### src/rtl/se_pkg.sv
// Shared defaults and FSM encoding for the sigmoid write-back scheduler.
package se_pkg;

  localparam int SE_DATA_WIDTH = 14;
  localparam int SE_FRAC_BITS  = 9;
  localparam int SE_IN_WIDTH   = 25;

  typedef enum logic [1:0] {
    ST_IDLE  = 2'd0,
    ST_RUN   = 2'd1,
    ST_DRAIN = 2'd2
  } se_state_e;

endpackage

### src/rtl/se_sigmoid_sched_if.sv
// Job control, pre-activation read, hard-sigmoid and scale-buffer write signals.
interface se_sigmoid_sched_if
  import se_pkg::*;
#(
  parameter int DATA_WIDTH = SE_DATA_WIDTH,
  parameter int IN_WIDTH   = SE_IN_WIDTH,
  parameter int ADDR_WIDTH = 10
);
  logic                  start;
  logic [ADDR_WIDTH:0]   num_ch;
  logic                  busy;
  logic                  done;
  logic                  rd_en;
  logic [ADDR_WIDTH-1:0] rd_addr;
  logic [IN_WIDTH-1:0]   rd_data;
  logic                  hs_en;
  logic [IN_WIDTH-1:0]   hs_data;
  logic                  hs_valid;
  logic [DATA_WIDTH-1:0] hs_out;
  logic                  wr_en;
  logic                  wr_ready;
  logic [ADDR_WIDTH-1:0] wr_addr;
  logic [DATA_WIDTH-1:0] wr_data;

  // slave is the scheduler's view, master the surrounding datapath's
  modport slave (
    input  start, num_ch, rd_data, hs_valid, hs_out, wr_ready,
    output busy, done, rd_en, rd_addr, hs_en, hs_data, wr_en, wr_addr, wr_data
  );

  modport master (
    output start, num_ch, rd_data, hs_valid, hs_out, wr_ready,
    input  busy, done, rd_en, rd_addr, hs_en, hs_data, wr_en, wr_addr, wr_data
  );
endinterface

### src/rtl/se_skid_fifo.sv
// Synchronous FIFO with count output; simultaneous push/pop is legal at full and empty.
module se_skid_fifo #(
  parameter int WIDTH = 14,
  parameter int DEPTH = 8
) (
  input  logic                     clk,
  input  logic                     rst,
  input  logic                     push_i,
  input  logic [WIDTH-1:0]         push_data_i,
  input  logic                     pop_i,
  output logic [WIDTH-1:0]         head_o,
  output logic [$clog2(DEPTH):0]   count_o,
  output logic                     empty_o
);
  localparam int PW = $clog2(DEPTH);
  localparam logic [PW:0] FULL_CNT = (PW + 1)'(DEPTH);

  logic [WIDTH-1:0] mem_q [DEPTH];
  logic [PW-1:0]    wr_ptr_q;
  logic [PW-1:0]    rd_ptr_q;
  logic [PW:0]      count_q;
  logic             do_push;
  logic             do_pop;

  assign do_pop  = pop_i && (count_q != '0);
  assign do_push = push_i && ((count_q != FULL_CNT) || pop_i);

  always_ff @(posedge clk) begin
    if (do_push) mem_q[wr_ptr_q] <= push_data_i;
  end

  always_ff @(posedge clk) begin
    if (rst) begin
      wr_ptr_q <= '0;
      rd_ptr_q <= '0;
      count_q  <= '0;
    end else begin
      if (do_push) wr_ptr_q <= wr_ptr_q + 1'b1;
      if (do_pop)  rd_ptr_q <= rd_ptr_q + 1'b1;
      case ({do_push, do_pop})
        2'b10:   count_q <= count_q + 1'b1;
        2'b01:   count_q <= count_q - 1'b1;
        default: count_q <= count_q;
      endcase
    end
  end

  assign head_o  = mem_q[rd_ptr_q];
  assign count_o = count_q;
  assign empty_o = (count_q == '0);
endmodule

### src/rtl/se_sigmoid_sched.sv
// Streams num_ch pre-activations through an external hard-sigmoid unit into the
// scale buffer in channel order, using credits so the skid FIFO never overflows.
module se_sigmoid_sched
  import se_pkg::*;
#(
  parameter int DATA_WIDTH = SE_DATA_WIDTH,
  parameter int FRAC_BITS  = SE_FRAC_BITS,
  parameter int IN_WIDTH   = SE_IN_WIDTH,
  parameter int ADDR_WIDTH = 10,
  parameter int FIFO_DEPTH = 8,
  parameter int HS_LAT     = 4
) (
  input  logic              clk,
  input  logic              rst,
  se_sigmoid_sched_if.slave bus
);
  localparam int CNT_W = ADDR_WIDTH + 1;
  localparam int FC_W  = $clog2(FIFO_DEPTH) + 1;
  localparam int CW    = FC_W + 1;

  if (((FIFO_DEPTH & (FIFO_DEPTH - 1)) != 0) || (FIFO_DEPTH < HS_LAT + 2) ||
      (FRAC_BITS >= DATA_WIDTH)) begin : g_param_check
    $error("se_sigmoid_sched: FIFO_DEPTH must be a power of 2 >= HS_LAT+2, FRAC_BITS < DATA_WIDTH");
  end

  se_state_e             state_q;
  logic [CNT_W-1:0]      num_ch_q;
  logic [CNT_W-1:0]      issue_cnt_q;
  logic [CNT_W-1:0]      wr_cnt_q;
  logic [CW-1:0]         inflight_q;
  logic [CW-1:0]         inflight_d;
  logic                  rd_en_q;
  logic [ADDR_WIDTH-1:0] rd_addr_q;
  logic                  hs_en_q;
  logic                  done_q;

  logic                  hs_accept;
  logic                  wr_fire;
  logic                  last_wr;
  logic                  credit_ok;
  logic [FC_W-1:0]       fifo_count;
  logic                  fifo_empty;
  logic [DATA_WIDTH-1:0] fifo_head;

  // A result arriving with nothing outstanding belongs to an abandoned job.
  assign hs_accept = bus.hs_valid && (inflight_q != '0);
  assign wr_fire   = !fifo_empty && bus.wr_ready;
  assign last_wr   = wr_fire && (wr_cnt_q == num_ch_q - 1'b1);

  // The read on the bus this cycle already holds a slot, so count it too.
  assign credit_ok = (inflight_q + {1'b0, fifo_count} + CW'(rd_en_q)) < CW'(FIFO_DEPTH);

  always_comb begin
    inflight_d = inflight_q;
    if (rd_en_q && !hs_accept)      inflight_d = inflight_q + 1'b1;
    else if (!rd_en_q && hs_accept) inflight_d = inflight_q - 1'b1;
  end

  always_ff @(posedge clk) begin
    if (rst) begin
      state_q     <= ST_IDLE;
      num_ch_q    <= '0;
      issue_cnt_q <= '0;
      wr_cnt_q    <= '0;
      inflight_q  <= '0;
      rd_en_q     <= 1'b0;
      rd_addr_q   <= '0;
      hs_en_q     <= 1'b0;
      done_q      <= 1'b0;
    end else begin
      done_q     <= 1'b0;
      rd_en_q    <= 1'b0;
      hs_en_q    <= rd_en_q;
      inflight_q <= inflight_d;
      if (wr_fire) wr_cnt_q <= wr_cnt_q + 1'b1;

      case (state_q)
        ST_IDLE: begin
          if (bus.start) begin
            if (bus.num_ch == '0) begin
              done_q <= 1'b1;
            end else begin
              // Channel 0 is issued on the accepting edge to save a cycle.
              state_q     <= ST_RUN;
              num_ch_q    <= bus.num_ch;
              issue_cnt_q <= CNT_W'(1);
              wr_cnt_q    <= '0;
              rd_en_q     <= 1'b1;
              rd_addr_q   <= '0;
            end
          end
        end
        ST_RUN: begin
          if (issue_cnt_q == num_ch_q) begin
            state_q <= ST_DRAIN;
          end else if (credit_ok) begin
            rd_en_q     <= 1'b1;
            rd_addr_q   <= issue_cnt_q[ADDR_WIDTH-1:0];
            issue_cnt_q <= issue_cnt_q + 1'b1;
          end
        end
        ST_DRAIN: begin
          if (last_wr) begin
            done_q  <= 1'b1;
            state_q <= ST_IDLE;
          end
        end
        default: state_q <= ST_IDLE;
      endcase
    end
  end

  se_skid_fifo #(
    .WIDTH (DATA_WIDTH),
    .DEPTH (FIFO_DEPTH)
  ) u_fifo (
    .clk         (clk),
    .rst         (rst),
    .push_i      (hs_accept),
    .push_data_i (bus.hs_out),
    .pop_i       (wr_fire),
    .head_o      (fifo_head),
    .count_o     (fifo_count),
    .empty_o     (fifo_empty)
  );

  assign bus.busy    = (state_q != ST_IDLE);
  assign bus.done    = done_q;
  assign bus.rd_en   = rd_en_q;
  assign bus.rd_addr = rd_addr_q;
  assign bus.hs_en   = hs_en_q;
  assign bus.hs_data = hs_en_q ? bus.rd_data : '0;
  assign bus.wr_en   = !fifo_empty;
  assign bus.wr_addr = wr_cnt_q[ADDR_WIDTH-1:0];
  assign bus.wr_data = fifo_empty ? '0 : fifo_head;
endmodule
### src/flat_wrapper.sv
// flat-port wrapper written by rule: the top's interface ports become plain ports
module se_sigmoid_sched_flat import se_pkg::*;
#(
  parameter int DATA_WIDTH = SE_DATA_WIDTH,
  parameter int FRAC_BITS  = SE_FRAC_BITS,
  parameter int IN_WIDTH   = SE_IN_WIDTH,
  parameter int ADDR_WIDTH = 10,
  parameter int FIFO_DEPTH = 8,
  parameter int HS_LAT     = 4
)
  (clk, rst, bus_start, bus_num_ch, bus_rd_data, bus_hs_valid, bus_hs_out, bus_wr_ready, bus_busy, bus_done, bus_rd_en, bus_rd_addr, bus_hs_en, bus_hs_data, bus_wr_en, bus_wr_addr, bus_wr_data);
  se_sigmoid_sched_if #(.DATA_WIDTH(DATA_WIDTH), .IN_WIDTH(IN_WIDTH), .ADDR_WIDTH(ADDR_WIDTH)) bus_i ();
  input  logic clk;
  input  logic rst;
  input wire logic [$bits(bus_i.start)-1:0] bus_start;
  input wire logic [$bits(bus_i.num_ch)-1:0] bus_num_ch;
  input wire logic [$bits(bus_i.rd_data)-1:0] bus_rd_data;
  input wire logic [$bits(bus_i.hs_valid)-1:0] bus_hs_valid;
  input wire logic [$bits(bus_i.hs_out)-1:0] bus_hs_out;
  input wire logic [$bits(bus_i.wr_ready)-1:0] bus_wr_ready;
  output wire logic [$bits(bus_i.busy)-1:0] bus_busy;
  output wire logic [$bits(bus_i.done)-1:0] bus_done;
  output wire logic [$bits(bus_i.rd_en)-1:0] bus_rd_en;
  output wire logic [$bits(bus_i.rd_addr)-1:0] bus_rd_addr;
  output wire logic [$bits(bus_i.hs_en)-1:0] bus_hs_en;
  output wire logic [$bits(bus_i.hs_data)-1:0] bus_hs_data;
  output wire logic [$bits(bus_i.wr_en)-1:0] bus_wr_en;
  output wire logic [$bits(bus_i.wr_addr)-1:0] bus_wr_addr;
  output wire logic [$bits(bus_i.wr_data)-1:0] bus_wr_data;
  assign bus_i.start = bus_start;
  assign bus_i.num_ch = bus_num_ch;
  assign bus_i.rd_data = bus_rd_data;
  assign bus_i.hs_valid = bus_hs_valid;
  assign bus_i.hs_out = bus_hs_out;
  assign bus_i.wr_ready = bus_wr_ready;
  assign bus_busy = bus_i.busy;
  assign bus_done = bus_i.done;
  assign bus_rd_en = bus_i.rd_en;
  assign bus_rd_addr = bus_i.rd_addr;
  assign bus_hs_en = bus_i.hs_en;
  assign bus_hs_data = bus_i.hs_data;
  assign bus_wr_en = bus_i.wr_en;
  assign bus_wr_addr = bus_i.wr_addr;
  assign bus_wr_data = bus_i.wr_data;
  se_sigmoid_sched #(.DATA_WIDTH(DATA_WIDTH), .FRAC_BITS(FRAC_BITS), .IN_WIDTH(IN_WIDTH), .ADDR_WIDTH(ADDR_WIDTH), .FIFO_DEPTH(FIFO_DEPTH), .HS_LAT(HS_LAT)) u_core (.clk(clk), .rst(rst), .bus(bus_i));
endmodule
### config.mk
export PLATFORM = sky130hd
export DESIGN_NAME = se_sigmoid_sched_flat
export DESIGN_NICKNAME = d
export VERILOG_FILES = /design/src/rtl/se_pkg.sv /design/src/rtl/se_sigmoid_sched_if.sv /design/src/rtl/se_skid_fifo.sv /design/src/rtl/se_sigmoid_sched.sv /design/src/flat_wrapper.sv
export SDC_FILE = /design/constraint.sdc
export NUM_CORES = 1
export LEC_CHECK = 0
export BUFFER_PORTS_ARGS = -buffer_cell sky130_fd_sc_hd__buf_2
export CORE_UTILIZATION = 45
export DETAILED_ROUTE_END_ITERATION = 10
export PLACE_DENSITY = 0.72
export SLEW_MARGIN = 20
export SYNTH_ARGS = -nofsm -noshare
export SYNTH_HDL_FRONTEND = slang
export SYNTH_HIERARCHICAL = 1
export SYNTH_SLANG_ARGS = --single-unit
### constraint.sdc
create_clock -name clk -period 5.15 [get_ports clk]
set_input_delay 1.03 -clock clk [delete_from_list [all_inputs] [get_ports clk]]
set_output_delay 1.03 -clock clk [all_outputs]
set_load 0.02 [all_outputs]
* After elaboration in Yosys (flattened, before gate mapping)
Memory sizes are Yosys's and may differ from the RTL's. A register that Yosys moved wholly into a read port is not among the register bits. Cells that the tools add are included.
Operators by class: multiplexer cells 37, bitwise operators 1, reduce and logical (&&, ||, !) cells 23, equality and inequality tests 13, magnitude comparators 1, add/subtract/negate cells 11
Operator list (count):
- $mux W11 | 8
- $mux W10 | 4
- $mux W25 | 1
- $add A11 B1 Y11 const B | 2
- $eq A11 B11 Y1 | 2
- $pmux W11 S2 | 1
- $pmux W10 S2 | 1
- $mux W14 | 1
- $logic_not A11 Y1 | 1
- $sub A11 B1 Y11 const B | 1
- $mux W5 | 2
- $mux W1 | 9
- $mux W2 | 4
- $pmux W4 S2 | 1
- $reduce_bool A2 Y1 | 4
- $logic_and A1 B1 Y1 | 7
- $add A3 B1 Y3 const B | 2
- $mux W3 | 2
- $ne A2 B1 Y1 const B | 3
- $ne A2 B2 Y1 const B | 3
- $pmux W2 S3 | 1
- $add A5 B1 Y5 | 1
- $add A5 B1 Y5 const B | 1
- $add A5 B4 Y5 | 1
- 18 further kinds | 23
Word-level totals: bits in registers 63, input bits 55, output and inout port bits 64, memory bits (writable) 112, memories 1, word-level logic and storage cells 99
Memory list:
- u_core.u_fifo.mem_q | depth 8, width 14, read ports 1, clocked after memory_dff 1, write ports 1, RTL line se_skid_fifo.sv:18 | logic [WIDTH-1:0] mem_q [DEPTH];

* Depth between registers and ports, before layout
word-level depth 7, mapped depth 13

* Modules after synthesis
The synthesis kept the hierarchy.
Modules (own cells, without submodules):
- se_skid_fifo | area each 4962.3 um2, instances 1, cells each 232
- se_sigmoid_sched | area each 3190.6 um2, instances 1, cells each 392

* Worst setup path after synthesis
OpenSTA, ideal clock, no wires.
kind in2reg, start point input bus_wr_ready, end point memory u_core.u_fifo.mem_q[0][0] (enable), slack 1637 ps, stages on the path 5, arrival time 3092 ps, required time 4729 ps, cell sequence nor2b_1 -> clkbuf_1 -> nand2b_1 -> o21ai_4 -> nor4_1
Between the ends: longest elaborated chain between the ends 5
Ends and longest elaborated chain:
- start: declaration | RTL line flat_wrapper.sv:20 | input wire logic [$bits(bus_i.wr_ready)-1:0] bus_wr_ready;
- $logic_and A1 B1 Y1 | RTL line se_sigmoid_sched.sv:47 | assign wr_fire = !fifo_empty && bus.wr_ready;
- named net u_core.wr_fire | RTL line se_sigmoid_sched.sv:38 | logic wr_fire;
- $logic_or A1 B1 Y1 | RTL line se_skid_fifo.sv:26 | assign do_push = push_i && ((count_q != FULL_CNT) || pop_i);
- $logic_and A1 B1 Y1 | RTL line se_skid_fifo.sv:26
- $mux W1 | RTL line se_skid_fifo.sv:29 | if (do_push) mem_q[wr_ptr_q] <= push_data_i;
- $mux W1 (implied by the code) | RTL line se_skid_fifo.sv:29
- end: declaration | RTL line se_skid_fifo.sv:18
The timed path passes the listed nets, and every way through them passes these cells.

* Worst setup path after layout
start point register u_core.u_fifo.count_q[1] (netlist: u_core/u_fifo/count_o[1]), end point register u_core.u_fifo.count_q[3] (netlist: u_core/u_fifo/count_o[3])
Between the ends: longest elaborated chain between the ends 7
Ends and longest elaborated chain:
- start: declaration | RTL line se_skid_fifo.sv:21 | logic [PW:0] count_q;
- start signal: assignment | RTL line se_skid_fifo.sv:41 | 2'b10: count_q <= count_q + 1'b1;
- start signal: assignment | RTL line se_skid_fifo.sv:42 | 2'b01: count_q <= count_q - 1'b1;
- start signal: assignment | RTL line se_skid_fifo.sv:43 | default: count_q <= count_q;
- $logic_not A4 Y1 (*) | RTL line se_skid_fifo.sv:50 | assign empty_o = (count_q == '0);
- named net u_core.fifo_empty | RTL line se_sigmoid_sched.sv:42 | logic fifo_empty;
- $logic_not A1 Y1 (*) | RTL line se_sigmoid_sched.sv:47
- $logic_and A1 B1 Y1 (*) | RTL line se_sigmoid_sched.sv:47
- $logic_or A1 B1 Y1 | RTL line se_skid_fifo.sv:26
- $logic_and A1 B1 Y1 | RTL line se_skid_fifo.sv:26
- $eq A2 B1 Y1 / $eq A2 B2 Y1 (equally long branches) | RTL line se_skid_fifo.sv:40 | case ({do_push, do_pop})
- $pmux W4 S2 / $reduce_bool A2 Y1 (equally long branches)
Mark *: on every way through the listed nets, which the timed path passes. The rest lies on a longest branch. A chain may end at the register's enable or synchronous reset.

==> summary.txt <==
Status
  – Result of the run: completed

STA
  – Time the worst path needs with I/O delays and setup: approximately 3.4 ns
  – Number of endpoints failing setup at the final stage: 0
  – Setup slack of the critical path after layout: between 1.5 and 2 ns
  – Top achievable clock speed: 292.5 MHz
  – Setup_tns: 0 ns
  – Post-route fraction of the period consumed by the critical path: between 60% and 70%
  – Max-slew violation count: 0
  – Worst slew pin tran: 0.9869 ns
  – Unrepaired setup endpoints after global routing: false
  – Endpoints failing hold: 0
  – Relative slew margins: about 34%
  – Final clock skew: between 0.007 and 0.008 ns

Synthesis
  – Largest area contributor in the synthesized netlist: sky130_fd_sc_hd__edfxtp_1
  – Yosys warnings: 6
  – Top post-synthesis cells by count: sky130_fd_sc_hd__edfxtp_1, sky130_fd_sc_hd__dfxtp_1, sky130_fd_sc_hd__nor2_1, sky130_fd_sc_hd__xor2_1, sky130_fd_sc_hd__nand3_1
  – Top-count cell post-synth: sky130_fd_sc_hd__edfxtp_1
  – Number of unique standard cell types used by synthesis: 54
  – Count of flip-flops with a built-in enable after synthesis: around 110
  – Mean area per synthesized cell: ~13 µm²
  – Primary FF master, synth: sky130_fd_sc_hd__edfxtp_1
  – Area fraction of the dominant cell type after synthesis: between 40% and 50%
  – Post-synth net total: roughly 700
  – Proportion of synthesized chip area in sequential cells: between 50% and 60%
  – Share of synthesized registers carrying an async set or reset: 0%
  – Netlist Area Pre-Place: 8153 µm²
  – Flop and latch count out of synthesis: ~180
  – Number of instances in the synthesized netlist: between 600 and 700
  – Cells taking the most area after synthesis: sky130_fd_sc_hd__edfxtp_1, sky130_fd_sc_hd__dfxtp_1, sky130_fd_sc_hd__mux4_1

Cells and area
  – Number of antenna repair diodes: 0
  – Total number of nets in the final design: just over 800
  – Non-filler cells, final: about 1000
  – Growth of design area from synthesis to finish: 16.24%
  – Proportion of layout cells with a drive suffix above 1: approximately a quarter

Floorplanning
  – I/O pin total: ~120
  – Chip Height: about 140 µm
  – Core ar.: about 17000 µm²
  – Number of core rows: 48
  – Die width: 136.6 µm
  – Die Area: about 19000 µm²
  – Initial Util: 46.65%

Worst setup path
  – Kind of end point of the critical path: flip-flop
  – CP Data Arrival Time: 3.74 ns
  – Category of cells accounting for the largest share of critical-path delay: simple AND/OR/NAND/NOR gates
  – Most numerous cell on the critical path: sky130_fd_sc_hd__mux2_2
  – Buffer and inverter count on the worst path: 1
  – Cell Chain, Critical Path: or3_4, nor2_1, buf_4, nor2b_1, nand2b_1, o21ai_4, ha_1, nand2_1, mux2_2, o41ai_1, mux2_2
  – Register-to-Register Path Depth: 11
  – Startpoint kind of the worst setup timing path: flip-flop
  – Standard cell with the maximum stage delay on the critical path: sky130_fd_sc_hd__or3_4
  – Critical Path Fanout Max: 16
  – CP Data Required Time: approximately 5.5 ns
  – Delay of the slowest critical-path stage: 0.45 ns
  – Worst path depth: 11
  – Critical Setup Path Class: flip-flop to flip-flop

GRT
  – Initial antenna violation count: 0
  – Total congestion overflow after global routing: 0
  – Aggregate global-route resource usage: 18.37%
  – Pin count of the biggest net entering global routing: between 40 and 50
  – Wire length of the first global-routing pass: between 20000 and 30000 µm
  – Vias in the first global route: ~5000

Clock tree
  – Post-CTS resize count: 0
  – CTS H-tree lvls: 4
  – Clock Latency Late Sink: roughly 0.43 ns
  – CTS tree: yes
  – Number of buffers inserted for hold repair after clock tree synthesis: 0
  – Setup Fix Bufs, Post-CTS: 0
  – Number of buffers created by CTS: 17
  – Clock root buffer: sky130_fd_sc_hd__clkbuf_16
  – Maximum buffer depth of the clock tree: 2
  – Clock input transition at the sequential cells of the worst setup and hold paths: ~0.070 ns
  – Number of sinks handled by clock tree synthesis: between 150 and 200

Route
  – 1st-iter DRT viols: between 200 and 300
  – Sum of routed wire length over all layers: 16500 µm
  – Iteration count of the initial detailed-routing pass: 5
  – Post-DR vias/cell: 5.435
  – Routed length per instance: between 15 and 20 µm
  – Total via count in the routed design: 5277
  – Number of nets with antenna violations after detailed routing: 0
  – Number of remaining DRC errors: 0

Power and ir drop
  – Total Power: around 4100 µW
  – Power per Cell Area: between 400 and 500 nW/µm²
  – Max rail drop VDD: approximately 280 µV
  – Static leakage: 0.003651 µW

Place
  – Global placement routability congestion: just over 0.8
  – Placed cell count: 939
  – Detailed Place HPWL: ~11000 µm
  – Post-placement setup slack: around 1.6 ns
  – Port Buffers: about 120

Hold path
  – Kind of path behind the tightest hold check: flip-flop to flip-flop
  – Number of cells on the worst hold path: 2

Run
  – # Max-Cap Violations: 0
## final cells by class
| class | instances | area, µm² |
|---|---|---|
| Fill cell | 1429 | 8000 |
| Timing Repair Buffer | 129 | 673.1 |
| Inverter | 10 | 37.54 |
| Tap cell | 225 | 281.5 |
| Clock buffer | 17 | 425.4 |
| Clock inverter | 15 | 142.6 |
| Sequential cell | 178 | 4684 |
| Multi-Input combinational cell | 397 | 3232 |
## worst reg2reg max path, cell delays in order (launching register included)
cell and delay (ns):
sky130_fd_sc_hd__dfxtp_1 0.39, sky130_fd_sc_hd__or3_4 0.45, sky130_fd_sc_hd__nor2_1 0.10, sky130_fd_sc_hd__buf_4 0.24
sky130_fd_sc_hd__nor2b_1 0.20, sky130_fd_sc_hd__nand2b_1 0.26, sky130_fd_sc_hd__o21ai_4 0.32, sky130_fd_sc_hd__ha_1 0.34
sky130_fd_sc_hd__nand2_1 0.08, sky130_fd_sc_hd__mux2_2 0.26, sky130_fd_sc_hd__o41ai_1 0.30, sky130_fd_sc_hd__mux2_2 0.37
## cell usage in the layout, fill, tap and decap left out, types with 25 or more instances in the layout
master,synthesis,routed
sky130_fd_sc_hd__and2_1,25,25
sky130_fd_sc_hd__buf_2,8,118
sky130_fd_sc_hd__dfxtp_1,66,66
sky130_fd_sc_hd__edfxtp_1,112,112
sky130_fd_sc_hd__mux4_1,25,25
sky130_fd_sc_hd__nand2_1,26,26
sky130_fd_sc_hd__nand3_1,27,27
sky130_fd_sc_hd__nor2_1,58,58
sky130_fd_sc_hd__nor2b_1,25,25
sky130_fd_sc_hd__xor2_1,31,31
## power breakdown
group | total, µW | internal (µW) | switching (µW)
Combinational | 1150 | 483 | 666
Clock | 1220 | 639 | 578
Sequential | 1760 | 1650 | 111
## cells by family (layout without fill, tap and decap cells)
logic type,after synthesis,after routing,share of synthesized area (%)
flip-flops,178,178,57.46
AND/OR/NAND/NOR,216,216,13.86
multiplexers,60,60,13.08
XOR/XNOR,42,42,4.512
AO/OA/AOI/OAI,62,62,5.095
buffers and inverters,49,171,3.300
adder cells (fa/ha/maj),17,17,2.701
## stage by stage
step                hold WS [ns]  instance area [µm²]  utilization [%]
detailed placement        0.4733                 8902            50.94
finish                    0.4731                 9477            54.22
global route              0.5082                 9477            54.22
global placement          0.4587                 8902            50.94
CTS                       0.4831                 9470            54.19
floorplan                 0.4495                 8153                -
## state kept, by name, indices dropped and copies added, names as in the netlist, named ones only
| register | cells |
|---|---|
| u_core/inflight_q | 5 |
| u_core/bus.rd_addr | 10 |
| u_core/u_fifo/wr_ptr_q | 3 |
| u_core/bus.hs_en | 1 |
| u_core/state_q | 2 |
| u_core/u_fifo/count_o | 4 |
| u_core/bus.done | 1 |
| u_core/u_fifo/rd_ptr_q | 3 |
| u_core/issue_cnt_q | 11 |
| u_core/bus.rd_en | 1 |
| u_core/u_fifo/mem_q | 112 |
| u_core/num_ch_q | 11 |
| u_core/wr_cnt_q | 11 |
## path summary, 6_finish.rpt
kind	start	to	slack, ns
max	u_core/u_fifo/count_o[1]	u_core/u_fifo/count_o[3]	1.73
min	u_core/bus.rd_addr[5]	u_core/bus.rd_addr[5]	0.47
max reg2reg	u_core/u_fifo/count_o[1]	u_core/u_fifo/count_o[3]	1.73
min reg2reg	u_core/bus.rd_addr[5]	u_core/bus.rd_addr[5]	0.47
## layer usage
metal  vias up  track usage [%]  wire length [µm]
met5         -                0                 0
met4         0            6.173               150
met2       135            31.61              8569
met1      2585            22.97              7039
li1       2543                -                 -
met3        14            3.778               740
(Power assumes the default switching activity.)
